--- src/rtl/amo_unit.sv ---
// RV64A atomic responder: AMO read-modify-write, LR/SC with one reservation, old value returned.
// Optional macro WIV_AMO_MINMAX_EN enables AMOMIN/MAX/MINU/MAXU; otherwise they report an error.
module amo_unit #(
  parameter int unsigned RSV_GRAN_LOG2 = 3
) (
  input  logic        clk_i,
  input  logic        rst_ni,
  input  logic        req_valid_i,
  output logic        req_ready_o,
  input  logic [4:0]  req_funct5_i,
  input  logic [2:0]  req_funct3_i,
  input  logic [63:0] req_addr_i,
  input  logic [63:0] req_data_i,
  output logic        rsp_valid_o,
  input  logic        rsp_ready_i,
  output logic [63:0] rsp_data_o,
  output logic        rsp_err_o,
  output logic        mem_req_o,
  output logic        mem_we_o,
  output logic [63:0] mem_addr_o,
  output logic [63:0] mem_wdata_o,
  output logic [7:0]  mem_sel_o,
  input  logic        mem_ack_i,
  input  logic [63:0] mem_rdata_i,
  input  logic        snoop_st_i,
  input  logic [63:0] snoop_addr_i
);

  localparam int unsigned TagW = 64 - RSV_GRAN_LOG2;

  localparam logic [4:0] F5Add  = 5'h00;
  localparam logic [4:0] F5Swap = 5'h01;
  localparam logic [4:0] F5Lr   = 5'h02;
  localparam logic [4:0] F5Sc   = 5'h03;
  localparam logic [4:0] F5Xor  = 5'h04;
  localparam logic [4:0] F5Or   = 5'h08;
  localparam logic [4:0] F5And  = 5'h0C;
`ifdef WIV_AMO_MINMAX_EN
  localparam logic [4:0] F5Min  = 5'h10;
  localparam logic [4:0] F5Max  = 5'h14;
  localparam logic [4:0] F5Minu = 5'h18;
  localparam logic [4:0] F5Maxu = 5'h1C;
`endif

  typedef enum logic [1:0] {StIdle, StRead, StWrite, StResp} state_e;

  state_e           state_q;
  logic [4:0]       funct5_q;
  logic             word_q;
  logic [63:0]      addr_q, data_q;
  logic             rsv_valid_q;
  logic [TagW-1:0]  rsv_tag_q;
  logic             mem_req_q, mem_we_q;
  logic [63:0]      mem_addr_q, mem_wdata_q;
  logic [7:0]       mem_sel_q;
  logic             rsp_valid_q, rsp_err_q;
  logic [63:0]      rsp_data_q;

  logic             req_word, f3_ok, misaligned, f5_ok, req_err, sc_hit;
  logic [7:0]       req_sel;
  logic [63:0]      sc_wdata;
  logic [31:0]      lane;
  logic [63:0]      old_val, opb, amo_res, amo_wdata;
  logic             snoop_kill, lr_blocked;
`ifdef WIV_AMO_MINMAX_EN
  logic             lt_s, lt_u;
`endif
  logic             unused_bits;

  assign unused_bits = ^{snoop_addr_i[RSV_GRAN_LOG2-1:0], addr_q[1:0]};

  always_comb begin
    req_word   = (req_funct3_i == 3'h2);
    f3_ok      = req_word || (req_funct3_i == 3'h3);
    misaligned = req_word ? (req_addr_i[1:0] != 2'b00) : (req_addr_i[2:0] != 3'b000);
    f5_ok      = 1'b0;
    case (req_funct5_i)
      F5Add, F5Swap, F5Lr, F5Sc, F5Xor, F5Or, F5And: f5_ok = 1'b1;
`ifdef WIV_AMO_MINMAX_EN
      F5Min, F5Max, F5Minu, F5Maxu:                  f5_ok = 1'b1;
`endif
      default:                                       f5_ok = 1'b0;
    endcase
    req_err  = !f3_ok || misaligned || !f5_ok;
    sc_hit   = rsv_valid_q && (rsv_tag_q == req_addr_i[63:RSV_GRAN_LOG2]);
    req_sel  = req_word ? (req_addr_i[2] ? 8'hF0 : 8'h0F) : 8'hFF;
    sc_wdata = req_word ? {2{req_data_i[31:0]}} : req_data_i;
  end

  // Word ops sign-extend both operands so one 64-bit datapath serves W and D alike.
  always_comb begin
    lane    = addr_q[2] ? mem_rdata_i[63:32] : mem_rdata_i[31:0];
    old_val = word_q ? {{32{lane[31]}}, lane} : mem_rdata_i;
    opb     = word_q ? {{32{data_q[31]}}, data_q[31:0]} : data_q;
`ifdef WIV_AMO_MINMAX_EN
    lt_s    = $signed(old_val) < $signed(opb);
    lt_u    = old_val < opb;
`endif
    case (funct5_q)
      F5Add:   amo_res = old_val + opb;
      F5Xor:   amo_res = old_val ^ opb;
      F5Or:    amo_res = old_val | opb;
      F5And:   amo_res = old_val & opb;
`ifdef WIV_AMO_MINMAX_EN
      F5Min:   amo_res = lt_s ? old_val : opb;
      F5Max:   amo_res = lt_s ? opb : old_val;
      F5Minu:  amo_res = lt_u ? old_val : opb;
      F5Maxu:  amo_res = lt_u ? opb : old_val;
`endif
      default: amo_res = opb;
    endcase
    amo_wdata  = word_q ? {2{amo_res[31:0]}} : amo_res;
    snoop_kill = snoop_st_i && rsv_valid_q &&
                 (snoop_addr_i[63:RSV_GRAN_LOG2] == rsv_tag_q);
    lr_blocked = snoop_st_i && (snoop_addr_i[63:RSV_GRAN_LOG2] == addr_q[63:RSV_GRAN_LOG2]);
  end

  always_ff @(posedge clk_i) begin
    if (!rst_ni) begin
      state_q     <= StIdle;
      funct5_q    <= 5'h0;
      word_q      <= 1'b0;
      addr_q      <= 64'h0;
      data_q      <= 64'h0;
      rsv_valid_q <= 1'b0;
      rsv_tag_q   <= '0;
      mem_req_q   <= 1'b0;
      mem_we_q    <= 1'b0;
      mem_addr_q  <= 64'h0;
      mem_wdata_q <= 64'h0;
      mem_sel_q   <= 8'h0;
      rsp_valid_q <= 1'b0;
      rsp_err_q   <= 1'b0;
      rsp_data_q  <= 64'h0;
    end else begin
      if (snoop_kill) rsv_valid_q <= 1'b0;
      unique case (state_q)
        StIdle: begin
          if (req_valid_i) begin
            funct5_q   <= req_funct5_i;
            word_q     <= req_word;
            addr_q     <= req_addr_i;
            data_q     <= req_data_i;
            mem_addr_q <= {req_addr_i[63:3], 3'b000};
            mem_sel_q  <= req_sel;
            if (req_funct5_i == F5Sc) rsv_valid_q <= 1'b0;
            if (req_err) begin
              rsp_valid_q <= 1'b1;
              rsp_err_q   <= 1'b1;
              rsp_data_q  <= 64'h0;
              state_q     <= StResp;
            end else if (req_funct5_i == F5Sc) begin
              if (sc_hit) begin
                mem_req_q   <= 1'b1;
                mem_we_q    <= 1'b1;
                mem_wdata_q <= sc_wdata;
                rsp_data_q  <= 64'h0;
                state_q     <= StWrite;
              end else begin
                rsp_valid_q <= 1'b1;
                rsp_data_q  <= 64'h1;
                state_q     <= StResp;
              end
            end else begin
              mem_req_q <= 1'b1;
              mem_we_q  <= 1'b0;
              state_q   <= StRead;
            end
          end
        end
        StRead: begin
          if (mem_ack_i) begin
            rsp_data_q <= old_val;
            if (funct5_q == F5Lr) begin
              mem_req_q   <= 1'b0;
              rsp_valid_q <= 1'b1;
              rsv_valid_q <= !lr_blocked;
              rsv_tag_q   <= addr_q[63:RSV_GRAN_LOG2];
              state_q     <= StResp;
            end else begin
              mem_we_q    <= 1'b1;
              mem_wdata_q <= amo_wdata;
              state_q     <= StWrite;
            end
          end
        end
        StWrite: begin
          if (mem_ack_i) begin
            mem_req_q   <= 1'b0;
            mem_we_q    <= 1'b0;
            rsp_valid_q <= 1'b1;
            state_q     <= StResp;
          end
        end
        StResp: begin
          if (rsp_ready_i) begin
            rsp_valid_q <= 1'b0;
            rsp_err_q   <= 1'b0;
            rsp_data_q  <= 64'h0;
            state_q     <= StIdle;
          end
        end
        default: state_q <= StIdle;
      endcase
    end
  end

  assign req_ready_o = (state_q == StIdle);
  assign rsp_valid_o = rsp_valid_q;
  assign rsp_data_o  = rsp_data_q;
  assign rsp_err_o   = rsp_err_q;
  assign mem_req_o   = mem_req_q;
  assign mem_we_o    = mem_we_q;
  assign mem_addr_o  = mem_addr_q;
  assign mem_wdata_o = mem_wdata_q;
  assign mem_sel_o   = mem_sel_q;

endmodule

--- config.mk ---
export PLATFORM = sky130hd
export DESIGN_NAME = amo_unit
export DESIGN_NICKNAME = d
export VERILOG_FILES = /design/src/rtl/amo_unit.sv
export SDC_FILE = /design/constraint.sdc
export NUM_CORES = 1
export LEC_CHECK = 0
export ABC_AREA = 1
export CAP_MARGIN = 20
export CORE_AREA = 3 3 261 263
export CTS_BUF_LIST = sky130_fd_sc_hd__clkbuf_4 sky130_fd_sc_hd__clkbuf_8
export DETAILED_ROUTE_END_ITERATION = 16
export DIE_AREA = 0 0 264 266
export PLACE_DENSITY = 0.66
export SYNTH_ARGS = -nofsm -noshare
export SYNTH_HDL_FRONTEND = slang
export SYNTH_SLANG_ARGS = --single-unit
--- constraint.sdc ---
create_clock -name clk_i -period 2.9 [get_ports clk_i]
set_clock_uncertainty 0.05 [all_clocks]
set_input_delay 0.29 -clock clk_i [delete_from_list [all_inputs] [get_ports clk_i]]
set_output_delay 0.29 -clock clk_i [all_outputs]
set_load 0.02 [all_outputs]
=== Word level (Yosys, flattened, before mapping) ===
Cells that the tools add are included.

* Bits in registers: 399
* Input port bits: 270
* Output and inout port bits: 205
* Logic and storage cells: 144

* Add/subtract/negate cells: 1
* Equality and inequality tests: 31
* Mux-type cells: 65
* Bitwise gates (word level): 3
* Reductions and logical operators: 29

{| class="wikitable"
|+ Operators with widths
! operator !! number
|-
| $mux W64 || 15
|-
| $pmux W64 S4 || 1
|-
| $pmux W64 S3 || 1
|-
| $eq A61 B61 Y1 || 3
|-
| $pmux W64 S2 || 1
|-
| $add A64 B64 Y64 || 1
|-
| $and A64 B64 Y64 || 1
|-
| $or A64 B64 Y64 || 1
|-
| $xor A64 B64 Y64 || 1
|-
| $mux W1 || 32
|-
| $mux W32 || 1
|-
| $reduce_and A7 Y1 || 4
|-
| $eq A5 B4 Y1 const B || 4
|-
| $mux W8 || 2
|-
| $eq A5 B2 Y1 const B || 3
|-
| $ne A2 B2 Y1 const B || 7
|-
| $mux W2 || 6
|-
| $eq A5 B3 Y1 const B || 2
|-
| $logic_not A5 Y1 || 2
|-
| $reduce_bool A3 Y1 || 3
|-
| $pmux W2 S4 || 1
|-
| $reduce_and A4 Y1 || 2
|-
| $reduce_or A7 Y1 || 1
|-
| $eq A3 B2 Y1 const B || 2
|-
| other kinds (17) || 32
|}

=== Logic depth before layout (Yosys ltp) ===
* Word-level depth: 8
* Depth in mapped cells: 26
* Depth with buffers taken out: 24

=== Worst setup path after synthesis ===
OpenSTA, ideal clock, no wires.

* Path kind: reg2reg
* Start point: register word_q
* End point: register mem_wdata_q[60], in the netlist mem_wdata_o[60]
* Setup time: 117 ps
* Data arrival time: 2800 ps
* Data required time: 2733 ps
* Setup slack: -67 ps
* Stages on the path, launching flop included: 24
* Path buffers: 3
* Period minus slack after synthesis: 2967 ps
* Cell sequence: dfxtp_1 -> buf_2 -> clkinv_1 -> clkbuf_1 -> clkbuf_1 -> nand2_1 -> nand2_1 -> inv_1 -> ha_1 -> nand2_1 -> nor2_1 -> inv_1 -> nor3_1 -> nand2_1 -> nor3_1 -> nand2_1 -> nand2_1 -> nand2_1 -> nand3_1 -> nand2_1 -> nand2_1 -> nand2_1 -> nand2_1 -> a21oi_1

* Word-level cells in the longest chain between the ends: 7
* Elaborated cells on any way between the ends: 11
* Those cells by class: add/sub: 1; mux: 7; bitwise: 3

{| class="wikitable"
|+ Ends and longest elaborated chain
! element !! line !! RTL
|-
| start: declaration || 49 || <nowiki>logic word_q;</nowiki>
|-
| start signal: assignment || 141 || <nowiki>word_q <= req_word;</nowiki>
|-
| $mux W64, on equally long branches || 93, 94 ||
|-
| $add A64 B64 Y64, or another cell as far along || 100 || <nowiki>F5Add: amo_res = old_val + opb;</nowiki>
|-
| $pmux W64 S4 || 99 || <nowiki>case (funct5_q)</nowiki>
|-
| $mux W64 (*) || 112 || <nowiki>amo_wdata = word_q ? {2{amo_res[31:0]}} : amo_res;</nowiki>
|-
| $mux W64 (*) || 174 || <nowiki>if (funct5_q == F5Lr) begin</nowiki>
|-
| $mux W64 (*) || 172 || <nowiki>if (mem_ack_i) begin</nowiki>
|-
| $pmux W64 S2 (*) || 137 || <nowiki>unique case (state_q)</nowiki>
|-
| end signal: assignment || 156 || <nowiki>mem_wdata_q <= sc_wdata;</nowiki>
|-
| end signal: assignment || 182 || <nowiki>mem_wdata_q <= amo_wdata;</nowiki>
|-
| end: declaration || 54 || <nowiki>logic [63:0] mem_addr_q, mem_wdata_q;</nowiki>
|}

Mark *: on every way between the ends. The rest lies on a longest branch, timed or not. The select of a mux whose other input is x is not followed.
A chain may end at the register's enable or synchronous reset.

=== Worst setup path in the final report ===
* Start point: register word_q
* End point: register mem_wdata_q[51], in the netlist mem_wdata_o[51]

Same word-level chain as after synthesis.

==> results <==
- The pre-antenna-repair detailed-routing pass consisted of 9 iterations.
- Measured against its own limit, the worst slew margin works out to 0.315.
- The largest net degree at the start of global routing is 111.
- The sequential area share after synthesis is 0.251.
- The kind of end point of the critical path is a flip-flop.
- The global-route usage over all layers is 0.425.
- Setup repair after global routing could not meet its margin everywhere.
- The die covers roughly 70000 µm².
- In this run the standard cell core region covers between 60000 and 70000 µm².
- The maximum level of the CTS H-tree is 3.
- In this run, distinct cell masters in the synthesized netlist total 47.
- The class of the tightest hold or removal check is in -> reg.
- The area growth from synthesis to final layout is 58.3%.
- The count of endpoints failing hold in the final timing report came to 0.
- The flow ran to the end, but the final reports show violations.
- Counting flops with a built-in enable in the synthesized netlist gives 0.
- The die boundary width is 264 µm.
- The number of maximum-capacitance violations is 0.
- In the layout the commonest cells are sky130_fd_sc_hd__nand2_1, sky130_fd_sc_hd__inv_1, sky130_fd_sc_hd__buf_4, sky130_fd_sc_hd__clkdlybuf4s50_1, sky130_fd_sc_hd__nor2_1.
- The static leakage is 20.2 nW.
- In this run the tool buffered the top-level ports with roughly 470 buffer cells.
- The routed length per instance is about 25 µm.
- Power comes to 34.2 mW.
- The initialized floorplan defines 94 standard-cell rows.
- The most frequently used flop master after synthesis is sky130_fd_sc_hd__dfxtp_1.
- The via count of the first global-routing pass was ~33000.
- The critical path in this run is classified as reg -> reg.
- The share of synthesized flip-flops with an asynchronous set or reset is 0.
- The final period utilization is 1.16.
- A synthesized cell averages about 5.8 µm².
- The final global-route overflow total is 0.
- The worst voltage drop across the vdd grid is 0.828 mV.
- The proportion of netlist area held by the largest area contributor is 0.251.
- The post-route worst setup slack is -0.469 ns.
- Measured on the finished design, the core utilization comes to 0.634.
- At the later pin of the worst-skew pair, clock insertion delay measures approximately 0.69 ns.
- The first routing iteration left ~4000 violations.
- The clock-pin slew on the worst setup and hold paths is approximately 0.060 ns.
- The via count of the routed design is ~35000.
- Of the cells placed in the final design, the portion with a size suffix greater than 1 is 0.276.
- The final reports fail on negative setup slack.
- The sort of element at the start of the critical path is a flip-flop.
- Derived from the worst setup path, the maximum achievable clock frequency is slightly below 0.3 GHz.
- The count of yosys warnings during synthesis is 0.
- The total number of clock tree sinks is 330.
- In this run the cell area of the synthesized design comes to 26400 µm².
- In this run the vertical extent of the chip is approximately 270 µm.
- The initial utilization of the core area, before any placement, comes to 0.400.
- The CTS tree is yes.
- The largest fanout on the critical path is 15.
- The weighted congestion at the end of routability-driven global placement is approximately 1.1.
- The number of I/O pins is approximately 480.
- The data required time at the worst endpoint is approximately 3.5 ns.
- For the worst setup path, the data arrival time is roughly 4 ns.
- Power spread over the standard cell area amounts to a little over 800 nW/µm².
- Setup violations remaining at the end of the flow were counted as 56.
- After layout, the minimum clock period comes to 3.37 ns.
- The half-perimeter wire length after detailed placement is between 100000 and 150000 µm.
- The commonest non-fill, non-tap cell in the layout is sky130_fd_sc_hd__nand2_1.
- The number of instances in the synthesized netlist is approximately 4600.
- The count of nets left with antenna violations once routing finished came out at 0.
- The cell type contributing the most total cell area after synthesis is sky130_fd_sc_hd__dfxtp_1.
- The buffer cell driving the clock tree root is sky130_fd_sc_hd__clkbuf_8.
- At the end of the flow, the number of nets in the layout was a little under 6000.
- The number of slew-limit violations in the final report is 0.
- No sink is reached through more buffers than the 3 on the longest clock path.
- The vias per cell is approximately 5.5.
- After detailed routing, the number of remaining DRC violations is 0.
- The number of antenna violations at the first check in global routing is 11.
- The first global-routing pass estimated 220000 µm of wire.
- Buffers inserted during clock tree synthesis total between 60 and 70.
- The total routed wirelength is about 160000 µm.
- For the pin with the worst max-slew slack, the measured transition is just over 1 ns.
- Ranked by total cell area, the synthesized netlist is headed by sky130_fd_sc_hd__dfxtp_1, sky130_fd_sc_hd__nand2_1, sky130_fd_sc_hd__inv_1, sky130_fd_sc_hd__a21oi_1, sky130_fd_sc_hd__ha_1.
- After synthesis the netlist holds a flip-flop and latch count of 330.
## through the flow
step	hold slack, ns	TNS [ns]	worst slack (ns)	instances	area (µm²)
4_1_cts	0.118	-14.61	-0.357	6447	40000
3_3_place_gp	0.399	-59.78	-1.24	6317	36400
2_1_floorplan	0.348	0	0.0279	4559	26400
3_5_place_dp	0.403	-61.27	-1.25	6317	36400
5_1_grt	0.173	-23.81	-0.555	6469	41700
6_report	0.167	-17.50	-0.469	6475	41700
## Yosys cell counts, types with 2 or more instances
cell type and instances:
sky130_fd_sc_hd__nand2_1 1270, sky130_fd_sc_hd__inv_1 790, sky130_fd_sc_hd__nor2_1 420, sky130_fd_sc_hd__a21oi_1 399, sky130_fd_sc_hd__o21ai_0 336, sky130_fd_sc_hd__dfxtp_1 330, sky130_fd_sc_hd__nand3_1 207, sky130_fd_sc_hd__ha_1 140
sky130_fd_sc_hd__clkbuf_1 139, sky130_fd_sc_hd__o22ai_1 97, sky130_fd_sc_hd__nor3_1 77, sky130_fd_sc_hd__buf_4 72, sky130_fd_sc_hd__nand4_1 57, sky130_fd_sc_hd__buf_2 28, sky130_fd_sc_hd__xnor2_1 27, sky130_fd_sc_hd__or2_2 22
sky130_fd_sc_hd__a221oi_1 20, sky130_fd_sc_hd__buf_1 16, sky130_fd_sc_hd__xor2_1 12, sky130_fd_sc_hd__inv_2 11, sky130_fd_sc_hd__a211oi_1 10, sky130_fd_sc_hd__o2111ai_1 10, sky130_fd_sc_hd__buf_6 8, sky130_fd_sc_hd__nor4_1 8
sky130_fd_sc_hd__or2_1 6, sky130_fd_sc_hd__clkinv_1 4, sky130_fd_sc_hd__o21ai_1 4, sky130_fd_sc_hd__o21bai_1 4, sky130_fd_sc_hd__and2_1 3, sky130_fd_sc_hd__and3_1 3, sky130_fd_sc_hd__nand3b_1 3, sky130_fd_sc_hd__nor2_2 3
sky130_fd_sc_hd__o211ai_1 3, sky130_fd_sc_hd__o221ai_1 3, sky130_fd_sc_hd__a31oi_1 2, sky130_fd_sc_hd__nand3_2 2
## state kept, by name (all words and copies together) (netlist names), 2 cells and up
| signal | flops |
|---|---|
| rsp_data_o | 64 |
| mem_sel_o | 2 |
| mem_wdata_o | 64 |
| state_q | 2 |
| addr_q | 61 |
| rsv_tag_q | 61 |
| data_q | 64 |
| funct5_q | 5 |
## routing by layer
layer | share of wire | vias to the layer above | wire (µm) | GRT usage
met3 | 0.11 | 518 | 18300 | 0.117
met4 | 0.083 | 6 | 13300 | 0.287
met5 | 0.00026 | - | 42 | 0
li1 | - | 16337 | - | -
met2 | 0.43 | 2193 | 68300 | 0.652
met1 | 0.37 | 16419 | 59900 | 0.521
## path summary, 6_finish.rpt
kind,from,endpoint,slack [ns],cells past startpoint
min reg2reg,mem_req_o$_SDFFE_PN0P_,mem_req_o$_SDFFE_PN0P_,0.41,2
max,word_q$_SDFFE_PN0P_,mem_wdata_o[51]$_SDFFE_PN0P_,-0.47,21
max reg2reg,word_q$_SDFFE_PN0P_,mem_wdata_o[51]$_SDFFE_PN0P_,-0.47,21
min,req_data_i[60],data_q[60]$_SDFFE_PN0P_,0.17,3
## worst max-delay path, stage by stage, from the launching register on
cell and delay, ns:
sky130_fd_sc_hd__dfxtp_4 0.38, sky130_fd_sc_hd__nand2_8 0.16, sky130_fd_sc_hd__buf_12 0.18, sky130_fd_sc_hd__buf_16 0.14, sky130_fd_sc_hd__nand2_1 0.07, sky130_fd_sc_hd__o21ai_2 0.06, sky130_fd_sc_hd__ha_1 0.38, sky130_fd_sc_hd__nand2_2 0.10
sky130_fd_sc_hd__inv_1 0.09, sky130_fd_sc_hd__nand2_2 0.08, sky130_fd_sc_hd__nor2_4 0.16, sky130_fd_sc_hd__nand4_1 0.17, sky130_fd_sc_hd__buf_4 0.19, sky130_fd_sc_hd__nand4_1 0.17, sky130_fd_sc_hd__nand3_2 0.12, sky130_fd_sc_hd__nand2_1 0.07
sky130_fd_sc_hd__o21ai_1 0.06, sky130_fd_sc_hd__buf_4 0.17, sky130_fd_sc_hd__a21oi_2 0.15, sky130_fd_sc_hd__buf_6 0.14, sky130_fd_sc_hd__nand2_1 0.06, sky130_fd_sc_hd__a21oi_1 0.12
## cell families after synthesis
kind of cell,share of synthesized area
AO/OA/AOI/OAI,0.181
AND/OR/NAND/NOR,0.322
adder cells (fa/ha/maj),0.0672
XOR/XNOR,0.0130
flip-flops,0.251
other,0.000142
buffers and inverters,0.166
## power by group
part           internal, mW  leakage [nW]  switching, mW
Sequential             5.50          2.70          0.981
Clock                  3.11         0.764           2.42
Combinational          8.62          16.7           13.5
Total                  17.2          20.2           16.9
## timing repair
action,in CTS,in global routing
endpoints found under the setup margin,63,62
hold endpoints to repair,22,0
resized for setup,506,414
hold buffers,1,0
setup buffers,13,18
gates cloned,7,6
pin swaps,82,86
## cell type report
| cell class | instances | area, µm² |
|---|---|---|
| diodes | 8 | 20.0 |
| repair buffers | 1193 | 11000 |
| clock inverters | 15 | 230 |
| multi-input cells | 3161 | 18500 |
| inverters | 805 | 3050 |
| fillers | 6335 | 24100 |
| well taps | 864 | 1080 |
| clock buffers | 99 | 1230 |
| flip-flops and latches | 330 | 6610 |
No activity file was read; power rests on OpenSTA's default activity.
